--- src/rtl/slot_cycle_sequencer.sv ---
`default_nettype none
// +----------------------------------------------------------------------------+
// | slot_cycle_sequencer: runs one MSX slot bus cycle (mem/IO, rd/wr) per req  |
// | Revision 1.0 - initial release                                             |
// +----------------------------------------------------------------------------+
module slot_cycle_sequencer #(
    parameter int SETUP_CYCLES  = 2,
    parameter int STROBE_CYCLES = 4,
    parameter int HOLD_CYCLES   = 1,
    parameter int WAIT_TIMEOUT  = 255
) (
    input  logic        clk,
    input  logic        reset_n,
    input  logic        req_valid,
    output logic        req_ready,
    input  logic        req_write,
    input  logic        req_io,
    input  logic [15:0] req_addr,
    input  logic [7:0]  req_wdata,
    output logic        rsp_valid,
    output logic [7:0]  rsp_rdata,
    output logic        rsp_timeout,
    output logic        busy,
    output logic [15:0] slot_a,
    output logic        slot_nrd,
    output logic        slot_nwr,
    output logic        slot_niorq,
    output logic        slot_nmerq,
    input  logic        slot_nwait,
    input  logic [7:0]  slot_d_in,
    output logic [7:0]  cpu_ff_slot_data,
    output logic        cpu_drive_en
);

    localparam logic [7:0] SETUP_LOAD  = 8'(SETUP_CYCLES - 1);
    localparam logic [7:0] STROBE_LOAD = 8'(STROBE_CYCLES - 1);
    localparam logic [7:0] HOLD_LOAD   = 8'(HOLD_CYCLES - 1);
    localparam logic [7:0] WAIT_LOAD   = 8'(WAIT_TIMEOUT - 1);

    typedef enum logic [2:0] {
        ST_IDLE   = 3'd0,
        ST_SETUP  = 3'd1,
        ST_STROBE = 3'd2,
        ST_WAIT   = 3'd3,
        ST_HOLD   = 3'd4,
        ST_RESP   = 3'd5
    } state_t;

    state_t      state, state_nx;
    logic [7:0]  cnt, cnt_nx;
    logic        timeout_q, timeout_nx;
    logic        sample_en;
    logic        nwait_s1, nwait_s2;
    logic        write_q, io_q;
    logic [15:0] addr_q;
    logic [7:0]  wdata_q;
    logic [7:0]  rdata_q;

    logic        accept;
    logic        cur_write, cur_io;
    logic [15:0] cur_addr;
    logic [7:0]  cur_wdata;

    logic        nrd_nx, nwr_nx, niorq_nx, nmerq_nx, drive_nx;
    logic [15:0] addr_nx;
    logic [7:0]  dout_nx;
    logic        rsp_valid_nx, rsp_timeout_nx;
    logic [7:0]  rsp_rdata_nx;

    assign accept    = (state == ST_IDLE) && req_valid;
    assign cur_write = accept ? req_write : write_q;
    assign cur_io    = accept ? req_io    : io_q;
    assign cur_addr  = accept ? req_addr  : addr_q;
    assign cur_wdata = accept ? req_wdata : wdata_q;

    always_comb begin
        state_nx   = state;
        cnt_nx     = cnt - 8'd1;
        timeout_nx = timeout_q;
        sample_en  = 1'b0;
        case (state)
            ST_IDLE: begin
                cnt_nx = cnt;
                if (req_valid) begin
                    state_nx   = ST_SETUP;
                    cnt_nx     = SETUP_LOAD;
                    timeout_nx = 1'b0;
                end
            end
            ST_SETUP: begin
                if (cnt == 8'd0) begin
                    state_nx = ST_STROBE;
                    cnt_nx   = STROBE_LOAD;
                end
            end
            ST_STROBE: begin
                if (cnt == 8'd0) begin
                    if (!nwait_s2) begin
                        state_nx = ST_WAIT;
                        cnt_nx   = WAIT_LOAD;
                    end else begin
                        state_nx  = ST_HOLD;
                        cnt_nx    = HOLD_LOAD;
                        sample_en = 1'b1;
                    end
                end
            end
            ST_WAIT: begin
                // A released wait wins over a timeout expiring in the same cycle.
                if (nwait_s2) begin
                    state_nx  = ST_HOLD;
                    cnt_nx    = HOLD_LOAD;
                    sample_en = 1'b1;
                end else if (cnt == 8'd0) begin
                    state_nx   = ST_HOLD;
                    cnt_nx     = HOLD_LOAD;
                    timeout_nx = 1'b1;
                end
            end
            ST_HOLD: begin
                if (cnt == 8'd0) begin
                    state_nx = ST_RESP;
                    cnt_nx   = 8'd0;
                end
            end
            ST_RESP: begin
                state_nx = ST_IDLE;
                cnt_nx   = 8'd0;
            end
            default: begin
                state_nx = ST_IDLE;
                cnt_nx   = 8'd0;
            end
        endcase
    end

    // Outputs are decoded from the next state so every bus pin comes from a flop.
    always_comb begin
        nrd_nx         = 1'b1;
        nwr_nx         = 1'b1;
        niorq_nx       = 1'b1;
        nmerq_nx       = 1'b1;
        drive_nx       = 1'b0;
        addr_nx        = slot_a;
        dout_nx        = cpu_ff_slot_data;
        rsp_valid_nx   = 1'b0;
        rsp_rdata_nx   = rsp_rdata;
        rsp_timeout_nx = rsp_timeout;
        case (state_nx)
            ST_SETUP, ST_STROBE, ST_WAIT, ST_HOLD: begin
                addr_nx  = cur_addr;
                niorq_nx = !cur_io;
                nmerq_nx = cur_io;
                drive_nx = cur_write;
                if (cur_write) begin
                    dout_nx = cur_wdata;
                end
                if ((state_nx == ST_STROBE) || (state_nx == ST_WAIT)) begin
                    nrd_nx = cur_write;
                    nwr_nx = !cur_write;
                end
            end
            ST_RESP: begin
                rsp_valid_nx   = 1'b1;
                rsp_timeout_nx = timeout_q;
                rsp_rdata_nx   = write_q ? 8'h00 : (timeout_q ? 8'hFF : rdata_q);
            end
            default: begin
            end
        endcase
    end

    always_ff @(posedge clk or negedge reset_n) begin
        if (!reset_n) begin
            state            <= ST_IDLE;
            cnt              <= 8'd0;
            timeout_q        <= 1'b0;
            nwait_s1         <= 1'b1;
            nwait_s2         <= 1'b1;
            write_q          <= 1'b0;
            io_q             <= 1'b0;
            addr_q           <= 16'h0000;
            wdata_q          <= 8'h00;
            rdata_q          <= 8'h00;
            req_ready        <= 1'b1;
            busy             <= 1'b0;
            slot_a           <= 16'h0000;
            slot_nrd         <= 1'b1;
            slot_nwr         <= 1'b1;
            slot_niorq       <= 1'b1;
            slot_nmerq       <= 1'b1;
            cpu_ff_slot_data <= 8'h00;
            cpu_drive_en     <= 1'b0;
            rsp_valid        <= 1'b0;
            rsp_rdata        <= 8'h00;
            rsp_timeout      <= 1'b0;
        end else begin
            state            <= state_nx;
            cnt              <= cnt_nx;
            timeout_q        <= timeout_nx;
            nwait_s1         <= slot_nwait;
            nwait_s2         <= nwait_s1;
            if (accept) begin
                write_q <= req_write;
                io_q    <= req_io;
                addr_q  <= req_addr;
                wdata_q <= req_wdata;
            end
            if (sample_en) begin
                rdata_q <= slot_d_in;
            end
            req_ready        <= (state_nx == ST_IDLE);
            busy             <= (state_nx != ST_IDLE);
            slot_a           <= addr_nx;
            slot_nrd         <= nrd_nx;
            slot_nwr         <= nwr_nx;
            slot_niorq       <= niorq_nx;
            slot_nmerq       <= nmerq_nx;
            cpu_ff_slot_data <= dout_nx;
            cpu_drive_en     <= drive_nx;
            rsp_valid        <= rsp_valid_nx;
            rsp_rdata        <= rsp_rdata_nx;
            rsp_timeout      <= rsp_timeout_nx;
        end
    end

endmodule
`default_nettype wire

--- config.mk ---
export PLATFORM = sky130hd
export DESIGN_NAME = slot_cycle_sequencer
export DESIGN_NICKNAME = d
export VERILOG_FILES = /design/src/rtl/slot_cycle_sequencer.sv
export SDC_FILE = /design/constraint.sdc
export NUM_CORES = 1
export LEC_CHECK = 0
export BUFFER_PORTS_ARGS = -buffer_cell sky130_fd_sc_hd__buf_2
export CORE_UTILIZATION = 45
export CTS_CLUSTER_DIAMETER = 50
export DETAILED_ROUTE_END_ITERATION = 12
export PLACE_DENSITY = 0.65
export SYNTH_ARGS = -nofsm -noshare
export SYNTH_HDL_FRONTEND = slang
export SYNTH_SLANG_ARGS = --single-unit
--- constraint.sdc ---
create_clock -name clk -period 2.3 [get_ports clk]
set_input_delay 0.23 -clock clk [delete_from_list [all_inputs] [get_ports clk]]
set_output_delay 0.23 -clock clk [all_outputs]
set_load 0.1 [all_outputs]
# ---- Word-level counts from Yosys, hierarchy flattened
# Index checks and enable logic that the tools add are counted.
dict set report classes {
  div 0
  order_cmp 0
  n_mux 36
  bitwise 0
  n_reduce_logical 12
  shifts 0
  n_mul 0
  eq_ne 12
  addsub 1
}
# op count
set op_table {}
lappend op_table {{$mux 8} 9}
lappend op_table {{$pmux 8 s5} 1}
lappend op_table {{$mux 3} 7}
lappend op_table {{$mux 16} 1}
lappend op_table {{$mux 1} 15}
lappend op_table {{$pmux 3 s5} 1}
lappend op_table {{$eq 3x2->1 const B} 4}
lappend op_table {{$eq 3x3->1 const B} 3}
lappend op_table {{$logic_not 8->1} 1}
lappend op_table {{$sub 8x1->8 const B} 1}
lappend op_table {{$eq 3x1->1 const B} 2}
lappend op_table {{$logic_not 3->1} 2}
lappend op_table {{$ne 2x2->1 const B} 3}
lappend op_table {{$pmux 1 s2} 2}
lappend op_table {{$reduce_and 4->1} 1}
lappend op_table {{$reduce_or 4->1} 1}
lappend op_table {{$reduce_bool 3->1} 1}
lappend op_table {{$logic_not 1->1} 2}
lappend op_table {{$reduce_and 2->1} 1}
lappend op_table {{$reduce_bool 2->1} 1}
lappend op_table {{$logic_and 1x1->1} 1}
lappend op_table {{$logic_or 1x1->1} 1}
dict set report word_totals {
  mem_bits_ro 0
  wordCells 83
  ram_bits 0
  inputBits 38
  latchBits 0
  out_inout_bits 41
  n_memories 0
  register_bits 89
}

# ---- Logic depth before layout (Yosys ltp)
# Gate-level depths: netlist of the first run.
dict set report depth {
  ltp_word 8
  depth_mapped 7
  ltp_nobuf 6
}

# ---- Least setup slack after synthesis of the first run
# No wires, ideal clock.
dict set report synth_path {
  path_type {register to register}
  from {reg cnt[0]}
  to {reg cpu_ff_slot_data[0]}
  stages_incl_launch_ff 8
  n_path_buf 1
  slack_ns 0.215
  t_arrival_ns 1.959
  required_ns 2.174
  setup_time_ns 0.126
  path_cell_list {dfrtp_1 -> inv_1 -> ha_1 -> or4b_4 -> nor2_8 -> o22a_1 -> buf_2 -> mux2_2}
}
dict set report synth_between {
  elab_chain_len 7
  word_cells_on_any_way 13
}
# item line
set synth_rtl {}
lappend synth_rtl {{from (decl)} 50} ;# logic [7:0] cnt, cnt_nx;
lappend synth_rtl {{from (signal assigned)} 199} ;# cnt <= cnt_nx;
lappend synth_rtl {{$logic_not 8->1 *} -}
lappend synth_rtl {{$mux 3} 114} ;# end else if (cnt == 8'd0) begin
lappend synth_rtl {{$mux 3} 110} ;# if (nwait_s2) begin
lappend synth_rtl {{$pmux 3 s5 *} 81} ;# case (state)
lappend synth_rtl {{$eq 3x2->1 (tied with other cells)} 149} ;# case (state_nx)
lappend synth_rtl {{$reduce_or 4->1 *} 149}
lappend synth_rtl {{$reduce_and 2->1 (no source line) *} -}
lappend synth_rtl {{to (signal assigned)} 219} ;# cpu_ff_slot_data <= dout_nx;
lappend synth_rtl {{to (decl)} 31} ;# output logic [7:0] cpu_ff_slot_data,
# Mark *: on every way between the ends. The rest lies on a longest branch, timed or not.
# A chain may end at the register's enable or synchronous reset.

# ---- Final worst setup path of the first run
dict set report layout_path {
  from {reg cnt[0]}
  to {reg cpu_ff_slot_data[4]}
}
# Same word-level chain as after synthesis.

==> flow_summary.ini, run 1 <==
[timing]
drv_slew = 0
clock.fmax_mhz = 455
setup_tns_ns = 0
fin_crit_sh_pct = 95.5
finalSetupViolCount = 0
rsz0062_at_grt = false
min_period_ns = 2.20
slew_headroom_pct = 50.1
tightest_slew_ns = 0.749
final_hold_viol_count = 0
fin_skew_ns = 0.00824

[power]
p_comb_share_pct = 2.5
powerDensity_nw_per_um2 = 617
p_seq_share_pct = 55.3
p_sw_share_pct = 21.0
total_leakage_power_uw = 0.00241
p_clk_share_pct = 42.2
p_int_uw = 2240
peakVddDrop_uv = 378
p_switching_uw = 595

[drt]
via_per_inst = 5.22
post_drt_wl_per_cell_um = 15.4
route.detailed.drc = 0
vias = 2466
drtPass1Iterations = 4
ant_nets = 0
drtIter0Drc = 213
drt_wl_total_um = 7260

[clock_tree]
cts_tree = built
cts_buffer_depth = 2
path_clk_slew_ns = 0.09
htreeDepth = 3
cts_buffers = 9
clock-sinks = 89
ctsResizeCount = 0
clock_latency_ns = 0.36
cts_root_buf = clkbuf_8

[logic_synthesis]
netlist_area_um2 = 3750
synth_flop_cell = dfrtp_1
synth_top_area_cell = dfrtp_1
yosysUniqueCellTypes = 52
synth_top_cell_area_share_pct = 54.8
ys_top_cells_by_count = dfrtp_1, mux2_2, nand2_1, nor2_1, o31ai_1
ys_ff_latch = 89
syn_avg_cell_area_um2 = 13.8
ys_seq_area_share_pct = 59.7
synth_edf_count = 0
synthCells = 272
yosysMostFrequentCell = dfrtp_1
ys_warn_count = 0
syn-num-nets = 311
synth_area_leaders = dfrtp_1, mux2_2, dfstp_2, mux2_4, o31ai_1
synthArstFlopShare_pct = 100

[status]
outcome = finished clean

[global_route]
grt.met2_usage_pct = 29.1
gr-total-overflow = 0
met3_usage_pct = 5.04
grt_start_max_net_pins = 46
grt_pass1_wl_um = 12200
grt_pass1_vias = 2548
grt_usage_pct = 18.5
antenna_found_initial = 0
busiest_layer = met2
grt_use_met1_pct = 24.0

[floorplan]
start_util_pct = 47.5
coreArea_um2 = 7890
die_x_um = 93.3
dieHeight_um = 93.3
std_cell_rows = 32
pin_count = 79
die_area_um2 = 8700

[placed_design]
io_buffers = 78
gp_congestion = 0.753
hpwl_um = 5040
placed_area_um2 = 4330

[setup_path]
critPathLaunch = cnt[0]
crit_arrival_ns = 2.44
crit_fanout = 9
cpPeakStageDelay_ns = 0.55
cp-start-kind = flop
cpLargestDelayFamily = simple AND/OR/NAND/NOR gates
r2r-start = cnt[0]
critPathKind = flop to flop
reg2reg_setup_slack_ns = 0.10
path_cells = inv_1, ha_1, or4b_4, nor2_8, o22a_1, buf_12, mux2_2
worstRegToRegCells = 7
worst-path-buf-inv = 2
cp.depth = 7
critical_path.endpoint = cpu_ff_slot_data[4]
critPathRequiredTime_ns = 2.54
worstReg2RegEnd = cpu_ff_slot_data[4]
slowest_stage = or4b_4
end_kind = flop

[cells_and_area]
antennaDiodeCount = 0
postLayoutCellArea_um2 = 4590
area_delta_synth_final_pct = 22.6
fillers = 635
ff_latch_area_um2 = 2240
layout.nets = 404
multi_input_area_um2 = 1420
layout-drive-gt1-share_pct = 49.5

[worst_hold_path]
hold_path_startpoint = slot_d_in[6]
hold_path.class = primary input to flop

[run]
max_cap_viol_count = 0
## kinds of logic after synthesis
| logic type | share of synthesized area, % |
|---|---|
| buffers and inverters | 2.37 |
| muxes | 18.2 |
| adders and majority gates | 0.334 |
| DFF | 59.7 |
| and+or+nand+nor | 10.3 |
| AOI/OAI and AO/OA | 9.18 |
## registers in the layout, indices dropped and copies added (netlist names), 3 cells and up
register          flops
rsp_rdata             8
addr_q               16
cpu_ff_slot_data      8
slot_a               16
cnt                   8
wdata_q               8
state                 3
rdata_q               8
## power groups by stage
stage          clock, uW  sequential (uW)  combinational [uW]
2_1_floorplan          0             1600                2.51
3_3_place_gp           0             1600                70.5
3_5_place_dp           0             1600                71.6
4_1_cts             1230             1570                74.5
5_1_grt             1290             1570                82.1
6_report            1200             1570                71.1
## metrics by stage
stage                     total power [uW]  hold WS (ns)  std cells  worst slack [ns]  util, %
after global routing                  2940        0.0868        472           0.00312     58.2
final                                 2840        0.0975        472             0.103     58.2
after detailed placement              1670         0.270        452            0.0503     54.9
after floorplan                       1600       -0.0656        272             0.215        -
after global placement                1670         0.272        452             0.125     54.9
after CTS                             2880        0.0872        470            0.0202     58.1
## how the worst min path moves through the flow
stage,end,slack (ns),depth (start not counted)
global placement,wdata_q[5],0.27,1
floorplan,addr_q[0],-0.07,0
finish,rdata_q[6],0.1,2
global route,rdata_q[1],0.09,2
CTS,rdata_q[6],0.09,2
detailed placement,wdata_q[5],0.27,1
## placed cells by master, fill, tap and decap left out, drive strengths merged, types with 2 or more instances in the layout
cell type    count
a211o            5
a21o             2
a21oi            5
a221o            2
a311o            2
a311oi           2
and2             2
buf             92
bufinv           2
clkbuf          10
clkinvlp         2
dfrtp           82
dfstp            7
dlygate4sd3      2
inv              8
mux2            57
nand2           16
nand2b           4
nand4            2
nor2            15
nor2b            3
nor3             6
nor3b            2
nor4             2
nor4b            2
o21ai            6
o31ai            9
or3              2
## final cells by class
cell class | count | share of cell area [%]
well taps | 102 | 2.78
repair buffers | 94 | 12.1
inverters | 7 | 0.572
multi-input cells | 164 | 31.0
clock buffers | 10 | 3.00
clock inverters | 6 | 1.93
flip-flops and latches | 89 | 48.7
## timing repair
item	CTS	global route
endpoints found under the setup margin	0	21
hold buffers	2	0
endpoints found under the hold margin	41	0
setup buffers	0	2
## routing by layer
layer	part of all wire [%]	routed length [um]
met5	0	0
met2	50	3630
met4	1.8	133
met3	4.1	297
met1	44	3200
## worst reg2reg max path, stage by stage (launching register included)
cell and delay (ns):
dfrtp_1 0.42, inv_1 0.07, ha_1 0.23, or4b_4 0.55, nor2_8 0.16, o22a_1 0.19
buf_12 0.13, mux2_2 0.33
No activity file was read; power rests on OpenSTA's default activity.
==> run 2: changes to the inputs <==
--- a/config.mk
+++ b/config.mk
@@ -9,7 +9,7 @@
 export CORE_UTILIZATION = 45
 export CTS_CLUSTER_DIAMETER = 50
 export DETAILED_ROUTE_END_ITERATION = 12
-export PLACE_DENSITY = 0.65
+export PLACE_DENSITY = 0.67
 export SYNTH_ARGS = -nofsm -noshare
 export SYNTH_HDL_FRONTEND = slang
 export SYNTH_SLANG_ARGS = --single-unit
==> constraint.sdc (replaced) <==
create_clock -name clk -period 2 [get_ports clk]
set_input_delay 0.2 -clock clk [delete_from_list [all_inputs] [get_ports clk]]
set_output_delay 0.2 -clock clk [all_outputs]
set_load 0.1 [all_outputs]
==> run 2 against run 1 <==
- the run now ends with negative setup slack left
- sequential cell count did not move
- combinational power rose by 14%
- power rose by 6.0%
- non-clock buffer count increased by 18
- register-to-register slack got worse by 0.12 ns
- worst hold slack worse by 0.025 ns
- sequential share of layout area decreased by 1.9 points
- critical path type unchanged
- highest routed layer unchanged
==> flow_summary.ini, run 2 (synthesis results as in run 1) <==
[status]
outcome = finished, violations left
violations = negative setup slack

[setup_path]
critPathKind = flop to flop
critPathRequiredTime_ns = 2.24
reg2reg_setup_slack_ns = -0.01
crit_fanout = 4
end_kind = flop
cp-start-kind = flop
crit_arrival_ns = 2.25

[floorplan]
std_cell_rows = 32
die_x_um = 93.3
die_area_um2 = 8700
coreArea_um2 = 7890
dieHeight_um = 93.3
pin_count = 79
start_util_pct = 47.5

[cells_and_area]
layout.nets = 422
instances_no_fill = 490
ff_latch_area_um2 = 2240
area_delta_synth_final_pct = 27.5
fillers = 629
antennaDiodeCount = 0
postLayoutCellArea_um2 = 4780
largestRegisters = addr_q: 16 flops, slot_a: 16 flops
multi_input_area_um2 = 1490
final_common_cell = dfrtp_1
mostFrequentLayoutCells = dfrtp_1, buf_2, mux2_2, buf_4
layout-drive-gt1-share_pct = 53.1

[power]
p_seq_share_pct = 60.0
powerDensity_nw_per_um2 = 629
peakVddDrop_uv = 363
p_total_uw = 3010
p_sw_share_pct = 22.7
p_clk_share_pct = 37.3
p_int_uw = 2320
total_leakage_power_uw = 0.00251
p_switching_uw = 683
p_comb_share_pct = 2.7

[timing]
rsz0062_at_grt = true
final_hold_viol_count = 0
min_period_ns = 2.01
fin_skew_ns = 0.0130
clock.fmax_mhz = 497
worst_slack_ns = -0.0116
slew_headroom_pct = 51.7
drv_slew = 0
fin_crit_sh_pct = 101
finalSetupViolCount = 4
tightest_slew_ns = 0.724

[global_route]
grt_usage_pct = 17.5
grt_start_max_net_pins = 40
antenna_found_initial = 0
gr-total-overflow = 0
grt_pass1_vias = 2418
grt_pass1_wl_um = 11500

[drt]
via_per_inst = 5.23
post_drt_wl_per_cell_um = 14.9
ant_nets = 0
drtPass1Iterations = 5
vias = 2562
drt_wl_total_um = 7280
drtIter0Drc = 188
route.detailed.drc = 0

[clock_tree]
htreeDepth = 3
cts_buffers = 9
cts_root_buf = clkbuf_8
cts_buffer_depth = 2
path_clk_slew_ns = 0.09
clock-sinks = 89
cts_tree = built
clock_latency_ns = 0.35

[placed_design]
dp_cells = 469
placed_area_um2 = 4480
io_buffers = 78
hpwl_um = 5060
place_ws_ns = -0.0667
gp_congestion = 0.818

[run]
max_cap_viol_count = 0

[worst_hold_path]
hold_path.class = primary input to flop
## run 2: cell count changes in the layout (fill, tap and decap cells not counted), sizes merged
cell,before,now
clkbuf,10,11
clkinv,1,3
bufinv,2,0
buf,92,109
## run 2: per-stage QoR
stage               utilization, %  hold WS [ns]  setup TNS (ns)
floorplan                        -       -0.0956         -0.0141
global placement              56.8         0.193               0
detailed placement            56.8         0.198          -0.536
CTS                           59.7        0.0535          -0.464
global route                  60.6        0.0657           -1.23
finish                        60.6        0.0729         -0.0319
## run 2: worst paths after layout
path,startpoint,to,cells past startpoint
worst max register to register,cnt[0],cpu_ff_slot_data[5],7
worst min register to register,nwait_s1,nwait_s2,0
min in group asynchronous,reset_n,rdata_q[4],2
worst min-delay path,slot_d_in[6],rdata_q[6],2
max in group asynchronous,reset_n,req_ready,3
worst max-delay path,cnt[0],cpu_ff_slot_data[5],7
## run 2: routing by layer
layer	global-route usage, %	vias up	share of wire (%)
li1	-	1203	-
met1	23.8	1278	45
met2	27.0	70	49
met3	3.66	11	4.7
met4	8.08	0	1.3
met5	0	-	0
## run 2: area by class of cell
type	count	area share, %
clock buffer	10	2.88
clock inverter	6	0.890
inverter	7	0.550
multi-input combinational	164	31.2
sequential	89	46.8
tap	102	2.67
timing repair buffer	112	15.1
## run 2: worst max-delay path, stage by stage, from the launching register on
cell and delay [ns]:
dfrtp_1 0.40, inv_2 0.07, ha_4 0.12, or4b_4 0.51, nor2_8 0.17, o22a_4 0.18
clkbuf_16 0.14, mux2_4 0.29
## run 2: timing repair
| action | in CTS | in global routing |
|---|---|---|
| gates resized for setup | 2 | 12 |
| gates cloned | 0 | 1 |
| setup endpoints to repair | 11 | 33 |
| pin swaps | 1 | 5 |
| setup buffers | 2 | 0 |
| hold buffers | 2 | 0 |
| hold endpoints to repair | 33 | 0 |
## run 2: power by group through the flow
| stage | logic (uW) | registers (uW) | clock network, uW |
|---|---|---|---|
| after detailed placement | 82.0 | 1840 | 0 |
| after CTS | 85.1 | 1800 | 1160 |
| after global placement | 80.6 | 1840 | 0 |
| after floorplan | 2.89 | 1840 | 0 |
| after global routing | 92.8 | 1810 | 1220 |
| final | 81.2 | 1800 | 1120 |
